$ cat config.mk
export PLATFORM = sky130hd
export DESIGN_NAME = crc_slice
export DESIGN_NICKNAME = d
export VERILOG_FILES = /design/src/rtl/crc5_checker_slice.sv
export SDC_FILE = /design/constraint.sdc
export NUM_CORES = 1
export LEC_CHECK = 0
export CAP_MARGIN = 20
export CORE_AREA = 2 2 39 41
export DETAILED_ROUTE_END_ITERATION = 10
export DIE_AREA = 0 0 41 43
export DONT_BUFFER_PORTS = 1
export GPL_TIMING_DRIVEN = 0
export SYNTH_ARGS = -nofsm -noshare
export SYNTH_HDL_FRONTEND = slang
export SYNTH_SLANG_ARGS = --single-unit
$ cat constraint.sdc
create_clock -name vclk -period 1.4
set_clock_uncertainty 0.15 [all_clocks]
set_input_delay 0.14 -clock vclk [all_inputs]
set_output_delay 0.14 -clock vclk [all_outputs]
set_load 0.01 [all_outputs]
$ cat src/rtl/crc5_checker_slice.sv
// -----------------------------------------------------------------------------
// crc_slice
// Combinational CRC update over a SLICE_W-bit data slice, MSB first. This is
// the serial reference step unrolled SLICE_W times; shared with the generator.
//   i_crc  : CRC state before the slice
//   i_data : message bits, bit SLICE_W-1 enters first
//   o_crc  : CRC state after the slice
// -----------------------------------------------------------------------------
module crc_slice #(
  parameter int               SLICE_W = 8,
  parameter int               CRC_W   = 5,
  parameter logic [CRC_W-1:0] POLY    = 5'h05
) (
  input  logic [CRC_W-1:0]   i_crc,
  input  logic [SLICE_W-1:0] i_data,
  output logic [CRC_W-1:0]   o_crc
);

  logic [CRC_W-1:0] w_crc;
  logic             w_fb;

  always_comb begin
    // NOTE: combinational logic uses blocking assignments, and every variable
    // gets a value before any branch or loop so no latch can be inferred.
    w_crc = i_crc;
    w_fb  = 1'b0;
    for (int i = SLICE_W - 1; i >= 0; i--) begin
      w_fb  = w_crc[CRC_W-1] ^ i_data[i];
      w_crc = {w_crc[CRC_W-2:0], 1'b0} ^ (w_fb ? POLY : '0);
    end
    o_crc = w_crc;
  end

endmodule

Word-level counts from Yosys, hierarchy flattened. Cells that the tools add are included.

Register bits after elaboration: 0. Logic and storage cells: 24.

Bitwise gates (word level): 16. Mux-type cells: 8.

Operators by type and width (number): $xor A5 B3 Y5 (8); $mux W3 (8); $xor A1 B1 Y1 (8).

Depth between registers and ports, before layout.
Depth in word-level cells: 24. Depth in mapped cells: 4. Gate-level depth less buffers: 3.

Worst setup path after synthesis. OpenSTA, ideal clock, no wires.

Kind: input-to-output. From: input i_data[6]. To: output o_crc[2]. Cell stages on the path: 3. Path buffers: 0. Arrival time: 0.979 ns. Path slack: 0.131 ns. Cells stage by stage: xor2_2 -> xnor2_1 -> xor3_1.

Longest elaborated chain between the ends: 13.

RTL lines: from (decl) (RTL line 15) `input logic [SLICE_W-1:0] i_data,`; $xor A1 B1 Y1 (RTL line 28) `w_fb = w_crc[CRC_W-1] ^ i_data[i];`; $mux W3 (RTL line 29) `w_crc = {w_crc[CRC_W-2:0], 1'b0} ^ (w_fb ? POLY : '0);`; $xor A5 B3 Y5 (3 in a row) (RTL line 29); $xor A1 B1 Y1 (RTL line 28); $mux W3 (RTL line 29); $xor A5 B3 Y5 (3 in a row) (RTL line 29); $xor A1 B1 Y1 (RTL line 28); $mux W3 (RTL line 29); $xor A5 B3 Y5 (RTL line 29); to (decl) (RTL line 16) `output logic [CRC_W-1:0] o_crc`.

Every way passes these cells.

Worst setup path in the final report. Ends and elaborated chain as after synthesis.

==> run_results.csv <==
group,metric,value,unit
status,run_status,"finished clean",
floorplan,placeableCoreArea,1380,um2
pwr,sw_frac,0.506,
critical_path,crit_arrival,1.03,ns
logic_synthesis,netlist_top_cells_area,"xnor2_1 (49%), xor2_1 (15%), xor3_1 (13%)",
critical_path,worst-endpoint-required,1.11,ns
critical_path,critical_path.cell_chain,"xor2_2, xnor2_1, xor3_1",
pwr,internal_pwr_total,79.5,uW
critical_path,criticalPathCategory,"input port to primary output",
pwr,switching_power,81.4,uW
layout,synthToLayoutAreaGrowth,11.3,%
flow_run,cap_viol_max_count,0,
global_route,first_global_vias,83,
clock_network,post-cts-setup-buffers,0,
global_route,grt_pass1_wl,358,um
timing,tightest_slew,0.314,ns
route,postRouteWirelength,292,um
layout,fill_cells,157,
route,drt_drc_violations_left,0,
timing,rsz_0062_raised_after_global_routing,"no",
layout,layout_clock_buffer_count,0,
timing,setup_violations,0,
min_path,min-delay-path-class,"input port to primary output",
critical_path,slowest_delay,0.43,ns
pwr,power.density,814,nW/um2
timing,timing_max_transition_violations_final,0,
floorplan,std_cell_rows,14,
route,vias,104,
placed_design,dp_slack,0.0478,ns
timing,timing.max_slew.rel_slack,0.789,
route,wl_per_cell,8.85,um
pwr,power_leakage,0.0668,nW
placed_design,io_buf_count,0,
global_route,grtUsageTotal,0.0280,
logic_synthesis,post_synthesis_cell_area,178,um2
min_path,hp-start,"i_data[2]",
logic_synthesis,dominant_combinational_cell_family_by_area_after_synthesis,"XOR/XNOR gates",
logic_synthesis,post_synth_mux_area_share,0,
timing,post-route-min-period,1.32,ns
critical_path,cp.depth,3,
critical_path,timing.critical_path.fanout_max,2,
floorplan,dieArea,1760,um2
min_path,whs_path_depth,1,
pwr,ir_drop,0.231,mV
logic_synthesis,yosys.area_share.xor_xnor,0.958,
layout,n_antenna_cell,0,
pwr,power_share_of_the_clock_group,0,
pwr,comb_power_share,1.000,
global_route,grt_max_degree,3,
layout,post_route_cells_drive_above_1_share,0.176,
logic_synthesis,syn_nets,30,
critical_path,worstPathBufferInverterCount,0,
clock_network,cts-hold-fix-buffers,0,
critical_path,worstSetupEndpointType,"primary output",
critical_path,crit_slowest_cell,"xor3_1",
floorplan,die-width,41,um
timing,worst_slack,0.0770,ns
critical_path,path_delay_family,"XOR/XNOR gates",
timing,post-route-period-util,0.945,
layout,fin_nets,32,
global_route,antenna_violations_before_repair,0,
logic_synthesis,netlist.top_cell.by_area,"xnor2_1",
global_route,globalRoute.totalOverflow,0,
critical_path,critical_path.startpoint,"i_data[6]",
route,initialDrtViolationCount,0,
logic_synthesis,synth_cells,17,
floorplan,design.portCount,18,
route,routed_via_density,3.15,
logic_synthesis,synth-compound-area-share,0,
pwr,seqPwrFrac,0,
timing,clock.fmax,756,MHz
placed_design,finalWeightedCongestion,0.522,
route,first_pass_iters,1,
logic_synthesis,synthesis.yosys.warnings,0,
logic_synthesis,postSynthAreaPerCell,10.5,um2
logic_synthesis,post-synth-top-area-fraction,0.493,
logic_synthesis,synth_commonest_cells,"xnor2_1 (10), xor2_1 (3)",
logic_synthesis,yosysMostFrequentCell,"xnor2_1",
timing,final.setup.tns,0,ns
clock_network,cts_repair_resize_count,0,
floorplan,dieHeight,43,um
logic_synthesis,post_synth_fa_ha_maj_area_fraction,0,
logic_synthesis,synth_simple_gate_area_frac,0,
logic_synthesis,synth_cell_type_count,6,
floorplan,start_util,0.128,
critical_path,worst_setup_sp_type,"input port",
logic_synthesis,ys_seq_area_frac,0,
route,detail-route-antenna-nets,0,
layout,layout.area.seq,0,um2
layout,n_sequential_cell,0,
timing,report.final.hold_viol_count,0,
cells by family (layout without fill, tap and decap cells):
| logic type | Yosys count | in the layout |
|---|---|---|
| xor gates and xnor gates | 16 | 16 |
| buffers and inverters | 1 | 1 |
power by group through the flow:
stage               Sequential, mW  Clock (mW)  Combinational [mW]
floorplan                        0           0               0.149
global placement                 0           0               0.165
detailed placement               0           0               0.167
CTS                              0           0               0.167
global route                     0           0               0.177
finish                           0           0               0.161
stage by stage:
| stage | util | hold WS (ns) | total power [mW] | cells | instance area [um2] |
|---|---|---|---|---|---|
| after global routing | 0.143 | 0.236 | 0.177 | 33 | 198 |
| after global placement | 0.143 | 0.225 | 0.165 | 33 | 198 |
| after CTS | 0.143 | 0.222 | 0.167 | 33 | 198 |
| after floorplan | - | 0.218 | 0.149 | 17 | 178 |
| final | 0.143 | 0.220 | 0.161 | 33 | 198 |
| after detailed placement | 0.143 | 0.222 | 0.167 | 33 | 198 |
layout make-up:
class,count,area (um2),area share
tap,16,20.0,0.101
buffer,1,7.51,0.0380
multi-input combinational,16,170,0.861
path summary, 6_finish.rpt:
check,slack [ns],end
setup / recovery,0.08,o_crc[2]
hold / removal,0.22,o_crc[4]
layer usage:
metal / GRT usage / share of wire
met5: 0 / 0
met2: 0.0406 / 0.36
met3: 0.0105 / 0.23
met1: 0.0414 / 0.41
met4: 0 / 0
cell usage in the layout, fill, tap and decap left out:
cell,count
buf_4,1
xnor2_2,1
xor2_1,3
xor2_2,1
xnor2_1,10
xor3_1,1
(Power assumes the default switching activity.)
